## src/rtl/vga_vram_arbiter_pkg.sv

```systemverilog
// Shared FSM encodings and colour constants for the VRAM arbiter.
// S_CLEAR exists only when VGA_VRAM_CLEAR_EN is defined.
package vga_vram_arbiter_pkg;

`ifdef VGA_VRAM_CLEAR_EN
  typedef enum logic [1:0] {S_IDLE = 2'd0, S_DRAIN = 2'd1, S_CLEAR = 2'd2} arb_state_e;
`else
  typedef enum logic {S_IDLE = 1'b0, S_DRAIN = 1'b1} arb_state_e;
`endif

  localparam logic [7:0] COLOR_BLACK = 8'h00;
  localparam logic [7:0] COLOR_RED   = 8'hE0;
  localparam logic [7:0] COLOR_GREEN = 8'h1C;
  localparam logic [7:0] COLOR_BLUE  = 8'h03;
  localparam logic [7:0] COLOR_WHITE = 8'hFF;

endpackage

```

## src/rtl/vga_vram_arbiter_wr_fifo.sv

```systemverilog
// Synchronous CPU pixel-write FIFO; callers guarantee no push when full, no pop when empty.
module vram_wr_fifo #(
  parameter int W     = 24,
  parameter int DEPTH = 8,
  parameter int CW    = $clog2(DEPTH) + 1
) (
  input  logic          clk,
  input  logic          rst,
  input  logic          push,
  input  logic          pop,
  input  logic [W-1:0]  wdata,
  output logic [W-1:0]  rdata,
  output logic          full,
  output logic          empty,
  output logic [CW-1:0] count
);
  localparam int PW = $clog2(DEPTH);

  logic [W-1:0]  mem_q [DEPTH];
  logic [PW-1:0] wr_ptr_q, rd_ptr_q;
  logic [CW-1:0] cnt_q;

  // DEPTH is a power of two, so the pointers wrap by natural overflow.
  always_ff @(posedge clk) begin
    if (rst) begin
      wr_ptr_q <= '0;
      rd_ptr_q <= '0;
      cnt_q    <= '0;
    end else begin
      if (push) wr_ptr_q <= wr_ptr_q + PW'(1);
      if (pop)  rd_ptr_q <= rd_ptr_q + PW'(1);
      case ({push, pop})
        2'b10:   cnt_q <= cnt_q + CW'(1);
        2'b01:   cnt_q <= cnt_q - CW'(1);
        default: cnt_q <= cnt_q;
      endcase
    end
  end

  always_ff @(posedge clk) begin
    if (push) mem_q[wr_ptr_q] <= wdata;
  end

  assign rdata = mem_q[rd_ptr_q];
  assign full  = (cnt_q == CW'(DEPTH));
  assign empty = (cnt_q == '0);
  assign count = cnt_q;
endmodule

```

## src/rtl/vga_vram_arbiter.sv

```systemverilog
// Single-port VRAM arbiter: scan-out reads always win, buffered CPU writes drain in idle cycles.
// Define VGA_VRAM_CLEAR_EN to add the full-screen clear sweep (iClear/iClear_Color/oClearing).
module vga_vram_arbiter
  import vga_vram_arbiter_pkg::*;
#(
  parameter int COLOR_W = 8,
  parameter int COORD_W = 8,
  parameter int DEPTH   = 8
) (
  input  logic                 Clock,
  input  logic                 Reset,
  input  logic                 iCPU_WrEn,
  input  logic [COORD_W-1:0]   iCPU_Col,
  input  logic [COORD_W-1:0]   iCPU_Row,
  input  logic [COLOR_W-1:0]   iCPU_Color,
  output logic                 oCPU_Stall,
  input  logic                 iRd_Req,
  input  logic [COORD_W-1:0]   iRd_Col,
  input  logic [COORD_W-1:0]   iRd_Row,
  output logic [COLOR_W-1:0]   oRd_Color,
  output logic                 oRd_Valid,
  output logic                 oVRAM_WrEn,
  output logic [2*COORD_W-1:0] oVRAM_Addr,
  output logic [COLOR_W-1:0]   oVRAM_WrData,
  input  logic [COLOR_W-1:0]   iVRAM_RdData,
  output logic                 oBusy
`ifdef VGA_VRAM_CLEAR_EN
  ,
  input  logic                 iClear,
  input  logic [COLOR_W-1:0]   iClear_Color,
  output logic                 oClearing
`endif
);
  localparam int AW = 2 * COORD_W;
  localparam int FW = AW + COLOR_W;
  localparam int CW = $clog2(DEPTH) + 1;

  logic          push, pop, full, empty;
  logic [CW-1:0] count;
  logic [FW-1:0] head;
  arb_state_e    state_q, state_d;
  logic [1:0]    rd_vld_q;
  logic [COLOR_W-1:0] rd_color_q;

  assign push       = iCPU_WrEn && !full;
  assign oCPU_Stall = full;

  vram_wr_fifo #(.W(FW), .DEPTH(DEPTH), .CW(CW)) u_fifo (
    .clk   (Clock),
    .rst   (Reset),
    .push  (push),
    .pop   (pop),
    .wdata ({iCPU_Row, iCPU_Col, iCPU_Color}),
    .rdata (head),
    .full  (full),
    .empty (empty),
    .count (count)
  );

`ifdef VGA_VRAM_CLEAR_EN
  logic               clr_pend_q, clr_pend_d;
  logic [COLOR_W-1:0] clr_color_q, clr_color_d;
  logic [AW-1:0]      clr_addr_q, clr_addr_d;

  assign oClearing = (state_q == S_CLEAR);
  assign oBusy     = !empty || clr_pend_q || oClearing;
`else
  assign oBusy     = !empty;
`endif

  always_comb begin
    state_d      = state_q;
    pop          = 1'b0;
    oVRAM_WrEn   = 1'b0;
    oVRAM_Addr   = {iRd_Row, iRd_Col};
    oVRAM_WrData = head[COLOR_W-1:0];
`ifdef VGA_VRAM_CLEAR_EN
    clr_pend_d  = clr_pend_q;
    clr_color_d = clr_color_q;
    clr_addr_d  = clr_addr_q;
    if (iClear && !clr_pend_q && state_q != S_CLEAR) begin
      clr_pend_d  = 1'b1;
      clr_color_d = iClear_Color;
    end
`endif
    case (state_q)
      S_IDLE, S_DRAIN: begin
        pop = !iRd_Req && !empty;
        if (pop) begin
          oVRAM_WrEn = 1'b1;
          oVRAM_Addr = head[FW-1:COLOR_W];
        end
        if (state_q == S_IDLE && !empty) state_d = S_DRAIN;
        if (state_q == S_DRAIN && pop && !push && count == CW'(1)) state_d = S_IDLE;
`ifdef VGA_VRAM_CLEAR_EN
        // Waiting for an empty FIFO makes the clear erase every earlier CPU write.
        if (state_q == S_IDLE && clr_pend_q && empty) begin
          state_d    = S_CLEAR;
          clr_pend_d = 1'b0;
        end
`endif
      end
`ifdef VGA_VRAM_CLEAR_EN
      S_CLEAR: begin
        if (!iRd_Req) begin
          oVRAM_WrEn   = 1'b1;
          oVRAM_Addr   = clr_addr_q;
          oVRAM_WrData = clr_color_q;
          clr_addr_d   = clr_addr_q + AW'(1);
          if (&clr_addr_q) state_d = empty ? S_IDLE : S_DRAIN;
        end
      end
`endif
      default: state_d = S_IDLE;
    endcase
  end

  always_ff @(posedge Clock) begin
    if (Reset) begin
      state_q    <= S_IDLE;
      rd_vld_q   <= '0;
      rd_color_q <= '0;
`ifdef VGA_VRAM_CLEAR_EN
      clr_pend_q  <= 1'b0;
      clr_color_q <= '0;
      clr_addr_q  <= '0;
`endif
    end else begin
      state_q  <= state_d;
      rd_vld_q <= {rd_vld_q[0], iRd_Req};
      if (rd_vld_q[0]) rd_color_q <= iVRAM_RdData;
`ifdef VGA_VRAM_CLEAR_EN
      clr_pend_q  <= clr_pend_d;
      clr_color_q <= clr_color_d;
      clr_addr_q  <= clr_addr_d;
`endif
    end
  end

  assign oRd_Valid = rd_vld_q[1];
  assign oRd_Color = rd_color_q;
endmodule
```

## config.mk

```make
export PLATFORM = sky130hd
export DESIGN_NAME = vga_vram_arbiter
export DESIGN_NICKNAME = d
export VERILOG_FILES = /design/src/rtl/vga_vram_arbiter_pkg.sv /design/src/rtl/vga_vram_arbiter_wr_fifo.sv /design/src/rtl/vga_vram_arbiter.sv
export SDC_FILE = /design/constraint.sdc
export NUM_CORES = 1
export LEC_CHECK = 0
export ABC_AREA = 1
export BUFFER_PORTS_ARGS = -buffer_cell sky130_fd_sc_hd__buf_2
export CAP_MARGIN = 20
export CELL_PAD_IN_SITES_DETAIL_PLACEMENT = 0
export CELL_PAD_IN_SITES_GLOBAL_PLACEMENT = 1
export CORE_MARGIN = 3
export CORE_UTILIZATION = 53
export CTS_BUF_LIST = sky130_fd_sc_hd__clkbuf_8
export CTS_CLUSTER_SIZE = 14
export DETAILED_ROUTE_END_ITERATION = 6
export PLACE_DENSITY = 0.88
export REMOVE_ABC_BUFFERS = 1
export SETUP_SLACK_MARGIN = 0.02
export SLEW_MARGIN = 15
export SYNTH_ARGS = -nofsm -noshare
export SYNTH_HDL_FRONTEND = slang
export SYNTH_SLANG_ARGS = --single-unit
```

## constraint.sdc

```tcl
create_clock -name Clock -period 4.4 [get_ports Clock]
set_input_delay 0.44 -clock Clock [delete_from_list [all_inputs] [get_ports Clock]]
set_output_delay 0.44 -clock Clock [all_outputs]
set_load 0.02 [all_outputs]
```

==> results.yml <==
logic_synthesis:
  synth-warning-count: 0
  synthCells: 713
  yosys_register_bits: 215
  synth_compound_area_share_pct: 10.1
  dominant_combinational_cell_family_by_area_after_synthesis: "simple AND/OR/NAND/NOR gates"
  synth.area.mux_share_pct: 0.924
  ys_async_sr_fraction_pct: 0
  synth.yosys.seq_area_share_pct: 71.9
  synth_fa_ha_area_share_pct: 0.722
  yosys_most_used_dff: "edfxtp_1"
  postSynthAreaPerCell_um2: 12.2
  count_of_flip_flops_with_a_built_in_enable_after_synthesis: 192
  synth_cell_type_count: 30
  post_synth_instance_area_mm2: 0.00866
  yosys.area_share.xor_xnor_pct: 0.303
  area_share_of_and_or_nand_nor_cells_after_synthesis_pct: 11.9
setup_path:
  timing.critical_path.cells: "buf_4, nor2_1, nor2_1, o21ai_0, o211ai_1, nand3_1, nand2_1, buf_2"
  critPathMostFrequentCell: "nor2_1"
  critical_path.slowest_cell: "buf_4"
  worstPathMaxFanout: 96
  timing.setup.critical_path_class: "flip-flop to primary output"
  critical-path-top-delay-family: "buffers and inverters"
  critical_path_depth: 8
  worst-endpoint-arrival_ps: 2580
  start_kind: "flip-flop"
  cp-end-kind: "primary output"
  crit_buf_inv: 2
  cpPeakStageDelay_ps: 750
  worst_ep_required_time_ps: 3960
  reg2reg_depth: 13
sta:
  final.period_utilization_pct: 68.6
  rsz0062_at_grt: "no"
  setup_total_negative_slack_ps: 0
  endpoints_failing_hold: 0
  setup-violations-final: 0
  timing_max_transition_violations_final: 0
  max-slew-margin-rel_pct: 28.0
  timing.final.crit_period_ps: 3020
  clock.fmax_mhz: 332
  worstMarginPinSlew_ps: 1080
  final.setup_skew_ps: 29.3
cts:
  cts.repair.resized: 0
  cts_sinks: 215
  cts_max_level: 2
  max_buffers_root_to_sink: 3
  post_cts_hold_buffer_count: 0
  root_buffer: "clkbuf_8"
  postCtsSetupRepairBufs: 0
  tritoncts: "done"
  clk_latency_ps: 530
  cts_made_buffers: 35
  path_clk_slew_ps: 60
pwr:
  power_density_mw_per_mm2: 548
  ir_worst_vdd_uv: 422
  power.static_leakage_nw: 3.61
drt:
  drc: 0
  highest_layer: "met4"
  drt_iter0_markers: 350
  wl_per_cell_um: 17.4
  route.met3.wl_um: 1350
  detail_route.first_pass.iterations: 5
  vias: 5749
  drt-vias-per-instance: 5.46
  wl_met2_um: 8890
  detail_route.wirelength_um: 18300
  wl_met1_um: 7620
  antenna_violating_nets_left: 0
finish:
  drive_gt1_share_pct: 19.4
  area_growth_pct: 14.0
  nNetsFinal: 866
  final-instance-count-excl-fill: 1053
floorplan:
  ios: 88
  fp-row-count: 46
  effective_utilization_at_floorplan_pct: 54.3
  dieArea_mm2: 0.0179
  die-width_um: 134
  core_region_area_mm2: 0.0159
  die-height_um: 134
grt:
  grt_first_pass_wirelength_um: 28800
  pin_count_of_the_biggest_net_entering_global_routing: 97
  grt.total_usage_pct: 20.5
  overflow: 0
  grt_antenna_before_repair: 1
  grt_pass1_vias: 5656
placement:
  place.detailed.hpwl_um: 9980
  gp_weighted_congestion: 0.776
  dp.cells: 988
  port_buffers: 87
job:
  max_cap_violations: 0
hold_path:
  holdPathStages: 3
  hold_class: "input port to flip-flop"
run_status:
  run_status: "finished clean"
[cell families after synthesis]
kind of cell,Yosys count
AO/OA/AOI/OAI,157
XOR/XNOR,3
multiplexers,8
buffers and inverters,63
adder cells (fa/ha/maj),5
flip-flops,215
AND/OR/NAND/NOR,262
[final timing paths]
kind	startpoint	end	slack, ps
max reg2reg	u_fifo.count[0]$_SDFFE_PP0P_	u_fifo.count[2]$_SDFFE_PP0P_	1640
min reg2reg	oRd_Color[2]$_SDFFE_PP0P_	oRd_Color[2]$_SDFFE_PP0P_	470
max	flip-flop	oVRAM_Addr[1]	1380
min	iRd_Req	rd_vld_q[0]$_SDFF_PP0_	160
[layout make-up]
class                      instances  area [um2]
inverter                          21        78.8
antenna                            2        5.00
sequential                       215        6230
fill                            1247        6060
clock buffer                      35         482
multi-input combinational        435        2100
clock inverter                    28         175
timing repair buffer             101         541
tap                              216         270
[worst register-to-register path, cell delays in order (launching register included)]
cell and delay (ps):
dfxtp_1 350, nor2_2 150, nand3_2 100, nand2_2 470, inv_2 390, ha_1 350
nand2_1 80, inv_1 50, nor2_1 130, ha_1 180, a21oi_1 50, xnor2_1 140
o21ai_0 160, inv_1 50
[cell usage after synthesis (8+ instances only)]
cell type	instances	area, um2
nand2_1	90	338
a21oi_1	16	80.1
o211ai_1	32	240
nand3_1	21	105
mux2i_1	8	80.1
dfxtp_1	23	460
buf_6	9	101
edfxtp_1	192	5770
inv_1	18	67.6
o22ai_1	8	50.1
buf_2	20	100
o21ai_1	15	75.1
o21ai_0	85	425
nor2_1	143	537
[metrics by stage]
stage | util (%) | setup WS (ps) | area [um2] | power [mW] | hold slack (ps)
2_1_floorplan | - | 553 | 8390 | 3.38 | 452
3_3_place_gp | 57.8 | 1740 | 9220 | 3.80 | 448
3_5_place_dp | 57.8 | 1600 | 9220 | 3.86 | 459
4_1_cts | 61.9 | 1380 | 9880 | 5.47 | 137
5_1_grt | 62.0 | 1210 | 9880 | 5.72 | 166
6_report | 62.0 | 1380 | 9880 | 5.42 | 161
[flip-flops by register name, indices dropped and copies added (netlist names), named ones only]
name and cells:
oRd_Color 8, rd_vld_q 2, u_fifo.count 4, u_fifo.mem_q 192
u_fifo.rd_ptr_q 3, u_fifo.wr_ptr_q 3
[layout by cell type (no fill, tap or decap), drive strengths merged]
master      n
buf       101
ha          5
a21oi      16
clkinvlp    3
o21ai     100
clkinv     14
nand3      22
xnor2       2
inv        30
mux2i       8
o22ai       8
edfxtp    192
a211oi      1
xor2        1
clkbuf     35
nor2      144
nor3        2
nor3b       2
nand2      91
o211ai     32
diode       2
bufinv      2
or2         1
dfxtp      23
[report_power, final]
group	leakage (nW)	switching (mW)	total, mW	internal [mW]
combinational	1.32	0.956	1.38	0.424
clock	0.366	0.740	1.61	0.865
sequential	1.93	0.0609	2.43	2.37
total	3.61	1.76	5.42	3.66
[per-layer routing]
metal	GRT usage, %	vias to the layer above
met5	0	-
met1	26.6	2779
met2	33.6	194
met4	8.91	0
li1	-	2738
met3	4.39	38
(Power assumes the default switching activity.)
